`config.mk`:
```
export PLATFORM = sky130hd
export DESIGN_NAME = abacus_event_counter_bank
export DESIGN_NICKNAME = d
export VERILOG_FILES = /design/src/rtl/abacus_event_counter_bank.sv
export SDC_FILE = /design/constraint.sdc
export NUM_CORES = 2
export LEC_CHECK = 0
export ABC_AREA = 0
export ABC_CLOCK_PERIOD_IN_PS = 33800
export CORE_MARGIN = 4
export CORE_UTILIZATION = 35
export DETAILED_ROUTE_END_ITERATION = 16
export GPL_TIMING_DRIVEN = 0
export SKIP_LAST_GASP = 1
export SYNTH_ARGS = -nofsm -noshare
export SYNTH_HDL_FRONTEND = slang
export SYNTH_SLANG_ARGS = --single-unit
```
`constraint.sdc`:
```
create_clock -name clk -period 33.8 [get_ports clk]
set_clock_uncertainty 0.05 [all_clocks]
set_input_delay 10.14 -clock clk [delete_from_list [all_inputs] [get_ports clk]]
set_output_delay 10.14 -clock clk [all_outputs]
set_load 0.05 [all_outputs]
```
`src/rtl/abacus_event_counter_bank.sv`:
```
// Wishbone-mapped bank of per-channel event counters with coherent hi/lo reads and sticky overflow flags.
// Optional overflow interrupt (irq port + IRQ_MASK register) is built when ABACUS_OVF_IRQ_EN is defined.
module abacus_event_counter_bank #(
    parameter logic [31:0] BASE_ADDR     = 32'hf0040000,
    parameter int          NUM_CHANNELS  = 16,
    parameter int          COUNTER_WIDTH = 48
) (
    input  logic                    clk,
    input  logic                    rst,
    input  logic [NUM_CHANNELS-1:0] evt,
    input  logic                    wb_cyc,
    input  logic                    wb_stb,
    input  logic                    wb_we,
    input  logic [31:0]             wb_adr,
    input  logic [31:0]             wb_dat_i,
    output logic [31:0]             wb_dat_o,
    output logic                    wb_ack
`ifdef ABACUS_OVF_IRQ_EN
    ,
    output logic                    irq
`endif
);

    localparam logic [31:0] CNT_BASE = 32'h100;
    localparam logic [31:0] CNT_END  = 32'h100 + 32'(8 * NUM_CHANNELS);

    logic                    global_en;
    logic                    freeze;
    logic [NUM_CHANNELS-1:0] ch_en;
    logic [NUM_CHANNELS-1:0] ovf;
    logic [NUM_CHANNELS-1:0] evt_q;
    logic [31:0]             snap;

    logic [31:0] off;
    logic [31:0] cnt_off;
    logic [31:0] ch_sel;
    logic        sel_ctrl;
    logic        sel_chen;
    logic        sel_ovf;
    logic        sel_mask;
    logic        sel_cnt;
    logic        sel_hi;
    logic        access;
    logic        wr;
    logic        clear_all;
    logic [NUM_CHANNELS-1:0] w1c;
    logic [NUM_CHANNELS-1:0] inc;
    logic [NUM_CHANNELS-1:0] wrap;
    logic [63:0]             cnt_ext [NUM_CHANNELS];
    logic [31:0] rd_lo;
    logic [31:0] rd_hi;
    logic [31:0] rd_data;
    logic [31:0] mask_rd;
    logic        unused_bits;

    assign off      = wb_adr - BASE_ADDR;
    assign cnt_off  = off - CNT_BASE;
    assign ch_sel   = {3'b000, cnt_off[31:3]};
    assign sel_ctrl = (off == 32'h000);
    assign sel_chen = (off == 32'h004);
    assign sel_ovf  = (off == 32'h008);
    assign sel_mask = (off == 32'h00c);
    assign sel_cnt  = (off >= CNT_BASE) && (off < CNT_END) && (off[1:0] == 2'b00);
    assign sel_hi   = off[2];

    assign access    = wb_cyc & wb_stb & ~wb_ack;
    assign wr        = access & wb_we;
    assign clear_all = wr & sel_ctrl & wb_dat_i[2];
    assign w1c       = (wr & sel_ovf) ? wb_dat_i[NUM_CHANNELS-1:0] : '0;
    assign unused_bits = ^{wb_dat_i, cnt_off[2:0]};

    // Each counter lives in its own scope; a clear on the same edge swallows any pending increment.
    for (genvar g = 0; g < NUM_CHANNELS; g++) begin : g_ch
        logic [COUNTER_WIDTH-1:0] cnt;

        assign inc[g]     = evt_q[g] & global_en & ch_en[g] & ~freeze & ~clear_all;
        assign wrap[g]    = inc[g] & (&cnt);
        assign cnt_ext[g] = 64'(cnt);

        always_ff @(posedge clk or posedge rst) begin
            if (rst) begin
                cnt <= '0;
            end else if (clear_all) begin
                cnt <= '0;
            end else if (inc[g]) begin
                cnt <= cnt + {{(COUNTER_WIDTH-1){1'b0}}, 1'b1};
            end
        end
    end

`ifdef ABACUS_OVF_IRQ_EN
    logic [NUM_CHANNELS-1:0] irq_mask;
    assign mask_rd = 32'(irq_mask);
`else
    assign mask_rd = '0;
`endif

    always_comb begin
        rd_lo   = '0;
        rd_hi   = '0;
        rd_data = '0;
        for (int i = 0; i < NUM_CHANNELS; i++) begin
            if (ch_sel == 32'(i)) begin
                rd_lo = cnt_ext[i][31:0];
                rd_hi = cnt_ext[i][63:32];
            end
        end
        if (sel_ctrl)      rd_data = {30'd0, freeze, global_en};
        else if (sel_chen) rd_data = 32'(ch_en);
        else if (sel_ovf)  rd_data = 32'(ovf);
        else if (sel_mask) rd_data = mask_rd;
        else if (sel_cnt)  rd_data = sel_hi ? snap : rd_lo;
    end

    // Bus side: a LO read latches the same counter's pre-increment high bits so a later HI read matches.
    always_ff @(posedge clk or posedge rst) begin
        if (rst) begin
            wb_ack    <= 1'b0;
            wb_dat_o  <= '0;
            global_en <= 1'b0;
            freeze    <= 1'b0;
            ch_en     <= '0;
            ovf       <= '0;
            evt_q     <= '0;
            snap      <= '0;
        end else begin
            wb_ack <= access;
            evt_q  <= evt;
            ovf    <= (ovf & ~w1c) | wrap;
            if (access) begin
                wb_dat_o <= wb_we ? '0 : rd_data;
            end
            if (wr && sel_ctrl) begin
                global_en <= wb_dat_i[0];
                freeze    <= wb_dat_i[1];
            end
            if (wr && sel_chen) begin
                ch_en <= wb_dat_i[NUM_CHANNELS-1:0];
            end
            if (access && !wb_we && sel_cnt && !sel_hi) begin
                snap <= rd_hi;
            end
        end
    end

`ifdef ABACUS_OVF_IRQ_EN
    always_ff @(posedge clk or posedge rst) begin
        if (rst) begin
            irq_mask <= '0;
            irq      <= 1'b0;
        end else begin
            if (wr && sel_mask) begin
                irq_mask <= wb_dat_i[NUM_CHANNELS-1:0];
            end
            irq <= |(ovf & irq_mask);
        end
    end
`endif

endmodule

```
==> metrics <==
ANT nets after route=0; Critical R2R Capture=g_ch[5].cnt[46]$_DFFE_PP0P_; fin area=~54,000 um2; clock power share=48.7%; Power per Cell Area=~43 nW/um2; FP Rows=134; Hold Path Origin=wb_dat_o[31]$_DFFE_PP0P_; Arr. time, crit path=approximately 17 ns; Comb power frac=6.8%; sequential share of the synthesized area=46.0%; post-synthesis xor/xnor area fraction=13.2%; status=complete, but fails checks; Starting DRT DRC Count=5,907; Reg2Reg Depth=10; endpoints failing setup=0; cells taking the most area after synthesis=dfrtp_1 (46%), xor2_1 (9.0%), nor2_1 (7.5%), xnor2_1 (4.2%), nand2_1 (3.9%); Hold WS=0.442 ns; first-pass GRT wire length=between 200 and 300 mm; multi-input logic area=24,100 um2; Switching Share=25.7%; Nets=5,549; Fillers=around 13,000; core area=134,000 um2; router iterations before antenna repair=7; io pins=between 100 and 150; EDFF count, synth=0; Die Area=141,000 um2; Slew @ Worst Pin=1.61 ns; CP max FO=10; most common cell after layout, fill and taps aside=nor2_1; leading area contributor after synthesis=dfrtp_1; TritonCTS Buffers=99; startpoint types=input pin; storage element area=about 22,000 um2; Final Slew Violations=35; Layout area overhead=15.2%; RR Startpoint=global_en$_DFFE_PP0P_; fin crit period=16.03 ns; DR WL met3=24.1 mm; Post-CTS Setup Repair Bufs=0; worst skew pair latency=around 0.74 ns; Starting Density=35.3%; prevailing post-synth register cell=dfrtp_1; RSZ-0062 raised after global routing=no; Gate Count Post-Synth=about 5,200; Async SR Flop Fraction=100%; synthesized flop and latch total=about 870; pre-CTS setup slack=17.32 ns; CTS root buf=clkbuf_16; # hold bufs at CTS=0; Max H-tree Level=3; Crit. End Element=register; DR top layer=met5; GRT overflow=0; Sink Count=867; PortBufs=95; post-synthesis simple-gate area fraction=24.0%; final wirelength=210 mm; Synthesized Nets=5,323; Placer Congestion=1.01; yosys warns=0; peak supply drop=0.0456 mV; antenna violations before repair=18; Synth Area in Compound Gates=11.1%; Unique masters post-synth=84; GRT Resource Usage Total=between 20% and 30%; Hold Violations, Final=0; via count=44,056; setup slack, reg-to-reg=28.03 ns; vias in the first global route=41,512; # DRC=0; Crit Path Class=input pin to register; chip width=375 um; metal2 WL=85.9 mm; period utilisation layout=47.4%; setup TNS=0 ns; Critical Path RT=34.33 ns; Post-Synth Adder-Cell Area=0.531%; Die Ht=375 um; largest net degree at the start of global routing=41; number of max-cap violations=5; Lkg Pwr=19.4 nW; # resized after CTS=0; Yosys top cell area share=between 40% and 50%; hold depth=2; largest family of logic cells by synthesized area=simple AND/OR/NAND/NOR gates; met1 WL=83.0 mm; P_int=0.00174 W; layout cells sized above 1=6.46%; Max Fclk=0.0624 GHz; Seq pwr share=between 40% and 50%; HP Class=register to register; Post-DP Area=roughly 51,000 um2; CTS Buffer Depth=3; Final WS setup=17.77 ns; WL/cell=28.7 um; hpwl dp=160 mm; Reg clk slew, reported paths=roughly 0.060 ns; post-synthesis mux area share=~2.1%; Slew Limit Headroom=-7.36%; Min-Delay Endpoint=wb_dat_o[31]$_DFFE_PP0P_; Post-Syn Area=roughly 47,000 um2; DR vias/cell=6.03; Net Sw Power=0.000600 W; most frequent cells in the layout=nor2_1 (939), dfrtp_1 (867), nand2_1 (488); syn_area_per_cell=9.04 um2; failing checks=capacitance limit, slew limit; TritonCTS clock tree=yes
## metrics by stage
step	total power, W	instances	utilization (%)
floorplan	0.00113	5218	-
global placement	0.00121	7081	37.7
detailed placement	0.00121	7110	38.1
CTS	0.00234	7295	40.6
global route	0.00239	7297	40.6
finish	0.00234	7303	40.6
## power by group through the flow
stage               Clock [W]  Combinational [W]  Sequential, W
global placement            0           0.000144        0.00106
detailed placement          0           0.000152        0.00106
CTS                   0.00114           0.000153        0.00104
global route          0.00119           0.000161        0.00104
floorplan                   0          0.0000653        0.00106
finish                0.00114           0.000160        0.00104
## synth_stat cells (10+ instances only)
| library cell | number |
|---|---|
| a211oi_1 | 15 |
| a21oi_1 | 161 |
| a221o_1 | 10 |
| a221oi_1 | 56 |
| a222oi_1 | 26 |
| a22o_1 | 36 |
| a22oi_1 | 93 |
| a31oi_1 | 26 |
| and2_1 | 39 |
| and3_1 | 124 |
| and4_1 | 61 |
| and4b_1 | 13 |
| buf_1 | 15 |
| buf_2 | 75 |
| clkbuf_1 | 157 |
| dfrtp_1 | 867 |
| ha_1 | 20 |
| inv_1 | 108 |
| mux2_2 | 30 |
| mux2i_1 | 41 |
| mux4_2 | 10 |
| nand2_1 | 488 |
| nand3_1 | 280 |
| nand4_1 | 186 |
| nor2_1 | 940 |
| nor2b_1 | 18 |
| nor3_1 | 69 |
| nor4_1 | 29 |
| o21a_1 | 11 |
| o21ai_0 | 190 |
| o21ai_1 | 12 |
| o221ai_1 | 22 |
| o22ai_1 | 33 |
| o31ai_1 | 15 |
| or2_2 | 18 |
| or3_1 | 66 |
| xnor2_1 | 228 |
| xor2_1 | 482 |
## worst max path at each step
stage	slack [ns]	depth (start not counted)	startpoint	to
floorplan	11.69	1	rst	ch_en[0]$_DFFE_PP0P_
global placement	5.43	2	rst	g_ch[9].cnt[15]$_DFFE_PP0P_
detailed placement	17.32	13	wb_adr[4]	wb_dat_o[18]$_DFFE_PP0P_
CTS	18.10	13	wb_adr[4]	wb_dat_o[18]$_DFFE_PP0P_
global route	18.11	12	wb_adr[4]	wb_dat_o[15]$_DFFE_PP0P_
finish	17.77	12	wb_adr[4]	wb_dat_o[15]$_DFFE_PP0P_
## area by class of cell
type	count	share of cell area, %
tap	1768	4.07
inverter	111	0.774
sequential	867	39.9
timing repair buffer	125	2.78
multi-input combinational	3992	44.3
buffer	248	1.91
clock buffer	157	5.59
antenna	7	0.0323
clock inverter	28	0.606
## kinds of logic (layout without fill, tap and decap cells)
kind of cell,after synthesis,after routing
buffers and inverters,359,669
other,0,7
multiplexers,81,81
adder cells (fa/ha/maj),20,20
XOR/XNOR,710,710
AO/OA/AOI/OAI,788,788
flip-flops,867,867
AND/OR/NAND/NOR,2393,2393
## worst max-delay path: stages
cell and delay (ns):
clkdlybuf4s50_1 0.66, clkbuf_1 0.34, clkbuf_1 0.38, buf_1 0.88, clkbuf_1 0.91, nand3b_1 0.49
o21ai_0 0.29, nand2_1 0.27, a31oi_1 0.63, nand4_1 0.41, a222oi_1 0.98, o21ai_1 0.16
## state kept, by name (all words and copies together) (netlist names)
name       cells
ch_en         16
evt_q         16
freeze         1
g_ch.cnt     768
global_en      1
ovf           16
snap          16
wb_ack         1
wb_dat_o      32
## routing by layer
| metal | up-vias | global-route usage, % |
|---|---|---|
| li1 | 18715 | - |
| met1 | 21896 | 38.5 |
| met2 | 2737 | 41.7 |
| met3 | 696 | 7.99 |
| met4 | 12 | 19.3 |
| met5 | - | 0.0343 |
No activity file was read; power rests on OpenSTA's default activity.
